`config.mk`:
```
export PLATFORM = sky130hd
export DESIGN_NAME = instr_fetch_unit
export DESIGN_NICKNAME = d
export VERILOG_FILES = /design/src/rtl/instr_fetch_unit.sv
export SDC_FILE = /design/constraint.sdc
export NUM_CORES = 1
export LEC_CHECK = 0
export ABC_AREA = 1
export CORE_ASPECT_RATIO = 1.75
export CORE_MARGIN = 4
export CORE_UTILIZATION = 45
export CTS_CLUSTER_DIAMETER = 40
export DETAILED_ROUTE_END_ITERATION = 10
export GPL_TIMING_DRIVEN = 0
export PLACE_DENSITY = 0.73
export SLEW_MARGIN = 15
export SYNTH_ARGS = -nofsm -noshare
export SYNTH_HDL_FRONTEND = slang
export SYNTH_SLANG_ARGS = --single-unit
```
`constraint.sdc`:
```
create_clock -name clk -period 4.7 [get_ports clk]
set_input_delay 1.41 -clock clk [delete_from_list [all_inputs] [get_ports clk]]
set_output_delay 1.41 -clock clk [all_outputs]
set_load 0.005 [all_outputs]
```
`src/rtl/instr_fetch_unit.sv`:
```
// ---------------------------------------------------------------------------
// instr_fetch_unit
// Fetch stage for the RV32 core. Owns the program counter, drives the
// zero-latency instruction ROM, and queues {pc, word} pairs in a small FIFO
// that decode drains over a valid/ready handshake. A redirect flushes the
// queue; a redirect to a target that is not word aligned parks the unit in
// FAULT with a sticky error flag until an aligned redirect or reset.
// ---------------------------------------------------------------------------
module instr_fetch_unit #(
    parameter logic [31:0] RESET_PC = 32'h0000_0000,
    parameter int          DEPTH    = 2
) (
    input  logic        clk,
    input  logic        rst,
    output logic [31:0] imem_addr,
    input  logic [31:0] imem_rdata,
    input  logic        redirect_valid,
    input  logic [31:0] redirect_pc,
    output logic        instr_valid,
    input  logic        instr_ready,
    output logic [31:0] instr,
    output logic [31:0] instr_pc,
    output logic        misalign_err
);

    // Pointer width; DEPTH is a power of two and at least 2.
    localparam int AW = (DEPTH > 1) ? $clog2(DEPTH) : 1;
    // Occupancy needs one extra bit so that "full" (== DEPTH) is representable.
    localparam int CW = AW + 1;

    localparam logic [AW-1:0] PTR_ONE   = AW'(1);
    localparam logic [CW-1:0] CNT_ZERO  = CW'(0);
    localparam logic [CW-1:0] CNT_ONE   = CW'(1);
    localparam logic [CW-1:0] CNT_DEPTH = CW'(DEPTH);
    localparam logic [31:0]   PC_STEP   = 32'd4;

    typedef enum logic [0:0] {
        ST_RUN   = 1'b0,
        ST_FAULT = 1'b1
    } state_t;

    state_t        r_state;
    logic [31:0]   r_pc;
    logic [31:0]   r_mem_pc   [DEPTH];
    logic [31:0]   r_mem_word [DEPTH];
    logic [AW-1:0] r_rd_ptr;
    logic [AW-1:0] r_wr_ptr;
    logic [CW-1:0] r_count;
    logic          r_misalign;

    logic          w_fetch_en;
    logic          w_pop;
    logic          w_push;
    logic          w_target_misaligned;

    // Fetch enable from the FSM, handshake pop and the push decision.
    always_comb begin
        w_fetch_en          = 1'b0;
        w_pop               = 1'b0;
        w_push              = 1'b0;
        w_target_misaligned = (redirect_pc[1:0] != 2'b00);

        case (r_state)
            ST_RUN:   w_fetch_en = 1'b1;
            ST_FAULT: w_fetch_en = 1'b0;
            default:  w_fetch_en = 1'b0;
        endcase

        if (r_count != CNT_ZERO) begin
            w_pop = instr_ready;
        end else begin
            w_pop = 1'b0;
        end

        // A redirect owns the edge: the stale word at the old pc is never queued.
        if (redirect_valid) begin
            w_push = 1'b0;
        end else if (w_fetch_en && ((r_count < CNT_DEPTH) || w_pop)) begin
            w_push = 1'b1;
        end else begin
            w_push = 1'b0;
        end
    end

    // PC, FSM, error flag and FIFO storage/pointers.
    always_ff @(posedge clk) begin
        if (rst) begin
            r_state    <= ST_RUN;
            r_pc       <= RESET_PC;
            r_rd_ptr   <= {AW{1'b0}};
            r_wr_ptr   <= {AW{1'b0}};
            r_count    <= CNT_ZERO;
            r_misalign <= 1'b0;
            for (int i = 0; i < DEPTH; i++) begin
                r_mem_pc[i]   <= 32'h0000_0000;
                r_mem_word[i] <= 32'h0000_0000;
            end
        end else if (redirect_valid) begin
            // Flush by collapsing the write pointer onto the read pointer; a
            // pop offered this cycle is dropped, so decode must discard it.
            r_pc     <= redirect_pc;
            r_wr_ptr <= r_rd_ptr;
            r_count  <= CNT_ZERO;
            if (w_target_misaligned) begin
                r_state    <= ST_FAULT;
                r_misalign <= 1'b1;
            end else begin
                r_state    <= ST_RUN;
                r_misalign <= 1'b0;
            end
        end else begin
            if (w_push) begin
                r_mem_pc[r_wr_ptr]   <= r_pc;
                r_mem_word[r_wr_ptr] <= imem_rdata;
                r_wr_ptr             <= r_wr_ptr + PTR_ONE;
                r_pc                 <= r_pc + PC_STEP;
            end else begin
                r_pc <= r_pc;
            end

            if (w_pop) begin
                r_rd_ptr <= r_rd_ptr + PTR_ONE;
            end else begin
                r_rd_ptr <= r_rd_ptr;
            end

            case ({w_push, w_pop})
                2'b10:   r_count <= r_count + CNT_ONE;
                2'b01:   r_count <= r_count - CNT_ONE;
                default: r_count <= r_count;
            endcase
        end
    end

    // All outputs come straight from registers; nothing combinational from
    // redirect_pc, redirect_valid or instr_ready reaches them.
    assign imem_addr    = r_pc;
    assign instr_valid  = (r_count != CNT_ZERO);
    assign instr        = r_mem_word[r_rd_ptr];
    assign instr_pc     = r_mem_pc[r_rd_ptr];
    assign misalign_err = r_misalign;

endmodule

```
==> impl_metrics.tcl, run 1 <==
set metrics [dict create \
    r2r_end "r_mem_word[1][0]$_SDFFCE_PN0P_" \
    p_seq_share_pct 48.2 \
    fmax_mhz 253 \
    yosys_warnings 0 \
    fillers 1470 \
    clk_path_buf_depth 2 \
    synth_top_area_share_pct 48.6 \
    n_antenna_cell 0 \
    path_cells "clkbuf_1 > buf_2 > mux2_2 > clkdlybuf4s50_1" \
    wl_per_cell_um 16.5 \
    synthCells 792 \
    die_w_um 108 \
    hold_viol 0 \
    cpPeakStageDelay_ns 0.58 \
    synth_edf_count 128 \
    critPathCapture "instr_pc[8]" \
    grt.total_usage_pct 20.6 \
    clk_latency_ns 0.42 \
    rr_worst_depth 8 \
    required_ns 3.29 \
    viasPerCell 4.86 \
    regArea_um2 4600 \
    grt_pass1_wl_um 31200 \
    slew_headroom_pct 49.0 \
    final.min_clock_period_ns 3.96 \
    drt_pass1_iterations 5 \
    cts_tree "done" \
    rows 63 \
    finalCritPeriodShare_pct 84.2 \
    place_inst 1186 \
    ir_drop_mv 0.235 \
    crit_family "buffers and inverters" \
    grt_max_degree 35 \
    drive_gt1_share_pct 15.9 \
    synth_area_leaders "edfxtp_1 49%, dfxtp_1 9.6%, mux2_2 9.1%" \
    power_frac_comb_pct 13.9 \
    grt_util_met2_pct 39.4 \
    total_power_w 0.00357 \
    ys_types 35 \
    multi_input_area_um2 2730 \
    finalNetCount 1048 \
    setup_viol 0 \
    clock-sinks 166 \
    ys.flop_type "edfxtp_1" \
    clockRootBuffer "clkbuf_16" \
    r2r-start "r_count[1]$_SDFFE_PP0P_" \
    async_flop_share_pct 0 \
    syn-num-nets 862 \
    post_cts_buffers 0 \
    worstSetupEndpointType "output pin" \
    mostFrequentLayoutCells "169 x nor2_1, 165 x clkdlybuf4s50_1, 129 x nand2_1" \
    dieArea_um2 19800 \
    crit_cells 4 \
    die_height_um 183 \
    detailedPlace.worstSlack_ns 0.690 \
    cts-resized-gates 0 \
    io_buffers 165 \
    drv_cap 0 \
    ys_seq_area_share_pct 58.2 \
    met1_usage_pct 22.6 \
    synth_area_leader_cell "edfxtp_1" \
    crit_arrival_ns 2.55 \
    layout_commonest_cell "nor2_1" \
    dr_total_vias 5923 \
    reg2reg_slack_ns 2.36 \
    ant_nets 0 \
    status "finished clean" \
    finalSetupTns_ns 0 \
    post-route-drc-count 0 \
    syn-mean-instance-area_um2 9.98 \
    setup_ws_ns 0.744 \
    place_congestion 0.924 \
    cp_max_fo 10 \
    critical_path_class "reg -> out" \
    swShare_pct 24.7 \
    ios 166 \
    p_int_w 0.00268 \
    use_met3_pct 3.03 \
    cp-start-kind "register" \
    grt_overflow 0 \
    slowest_stage "clkbuf_1" \
    ys_ff_latch 166 \
    start_util_pct 46.2 \
    slew_violations 0 \
    worst_slew_pin_slew_ns 0.765 \
    postCtsHoldBufs 0 \
    dp_hpwl_um 15200 \
    busiest_layer "met2" \
    numCtsBuffers 17 \
    h-tree-depth 4 \
    powerDensity_nw_per_um2 341 \
    hold_ws_ns 0.503 \
    hp-class "reg -> reg" \
    fin_cells 1218 \
    p_leak_nw 4.04 \
    wl_um 20100 \
    grt_antenna_before_repair 0 \
    clockPowerShare_pct 37.9 \
    syn_area_um2 7910 \
    clk_pin_slew_ns 0.07 \
    crit_buf_inv 3 \
    p_sw_w 0.000881 \
    drtIter0Drc 249 \
    grt_pass1_vias 5990 \
    core_um2 17100 \
    area.growth.synth_to_final_pct 32.4 \
    rsz0062_at_grt "no" \
    fin_worst_skew_ns 0.0111 \
]
==> registers in the layout, indices dropped and copies added (netlist names), named ones only <==
name and flops:
r_mem_pc 64, r_rd_ptr 1, r_count 2, imem_addr 32, misalign_err 1, r_wr_ptr 1
r_mem_word 64
==> power by group through the flow <==
stage                     registers [W]  logic [W]  clock network [W]
after floorplan                 0.00174   0.000221                  0
after global placement          0.00175   0.000488                  0
after detailed placement        0.00175   0.000499                  0
after CTS                       0.00172   0.000502            0.00137
after global routing            0.00173   0.000539            0.00143
final                           0.00172   0.000495            0.00135
==> through the flow <==
stage | utilization (%) | instance area (µm²)
2_1_floorplan | - | 7910
3_3_place_gp | 57.5 | 9840
3_5_place_dp | 57.9 | 9900
4_1_cts | 61.2 | 10500
5_1_grt | 61.2 | 10500
6_report | 61.2 | 10500
==> final cells by class <==
type                       instances  share of cell area, %
buffer                            30                   1.98
clock inverter                    15                   1.36
sequential                       166                   44.0
timing repair buffer             167                   16.2
inverter                         101                   3.67
clock buffer                      17                   4.07
multi-input combinational        495                   26.0
tap                              227                   2.71
==> worst min-delay path by stage <==
stage,start,to,slack (ns),cells past startpoint
2_1_floorplan,r_wr_ptr$_SDFFE_PP0P_,r_wr_ptr$_SDFFE_PP0P_,0.47,2
3_3_place_gp,r_wr_ptr$_SDFFE_PP0P_,r_wr_ptr$_SDFFE_PP0P_,0.48,2
3_5_place_dp,r_rd_ptr$_SDFFE_PP0P_,r_wr_ptr$_SDFFE_PP0P_,0.49,2
4_1_cts,r_rd_ptr$_SDFFE_PP0P_,r_wr_ptr$_SDFFE_PP0P_,0.50,2
5_1_grt,r_rd_ptr$_SDFFE_PP0P_,r_wr_ptr$_SDFFE_PP0P_,0.53,2
6_report,r_rd_ptr$_SDFFE_PP0P_,r_wr_ptr$_SDFFE_PP0P_,0.50,2
==> layer usage <==
metal / vias to the layer above / part of all wire (%) / routed length (µm)
li1: 2964 / - / -
met1: 2762 / 38 / 7620
met2: 165 / 56 / 11300
met3: 32 / 3.2 / 639
met4: 0 / 2.8 / 563
met5: - / 0 / 0
==> cell families after synthesis <==
| kind of cell | count (synthesis) | share of synthesized area, % |
|---|---|---|
| AND/OR/NAND/NOR | 347 | 18.2 |
| flip-flops | 166 | 58.2 |
| buffers and inverters | 131 | 7.49 |
| AO/OA/AOI/OAI | 73 | 5.70 |
| multiplexers | 64 | 9.12 |
| XOR/XNOR | 9 | 0.997 |
| adder cells (fa/ha/maj) | 2 | 0.316 |
==> worst reg2reg max path, delay by kind of cell (launching register included) <==
kind / cells / cell delay, ns
AND/OR/NAND/NOR: 2 / 0.41
flip-flops: 1 / 0.32
buffers and inverters: 5 / 1.08
AO/OA/AOI/OAI: 1 / 0.23
==> cell usage after synthesis (2+ instances only) <==
library cell / n
o21ai_2: 15
dfxtp_1: 38
buf_6: 8
buf_2: 15
xor2_1: 9
a21oi_1: 30
o21ai_0: 14
nor2_2: 5
nand2_2: 3
nor3_1: 2
inv_4: 2
a31oi_1: 6
ha_1: 2
edfxtp_1: 128
inv_1: 98
nor2_4: 4
nand3_1: 26
nand2_1: 131
buf_4: 3
o21ai_1: 3
mux2_2: 64
nor2_1: 169
o31ai_1: 2
clkbuf_1: 3
and2_1: 2
(Power assumes the default switching activity.)
==> run 2: changes to the inputs <==
==> constraint.sdc (replaced) <==
create_clock -name clk -period 3.9 [get_ports clk]
set_input_delay 1.17 -clock clk [delete_from_list [all_inputs] [get_ports clk]]
set_output_delay 1.17 -clock clk [all_outputs]
set_load 0.005 [all_outputs]
==> results of run 2 <==
Same layout as run 1 (identical final DEF). Status: finished clean.
Among the figures that moved: setup slack after placement 0.690 ns -> 0.130 ns; setup slack after layout 0.744 ns -> 0.184 ns; register-to-register setup slack 2.36 ns -> 1.56 ns; total power 0.00357 W -> 0.00430 W; worst IR drop on VDD 0.235 mV -> 0.283 mV
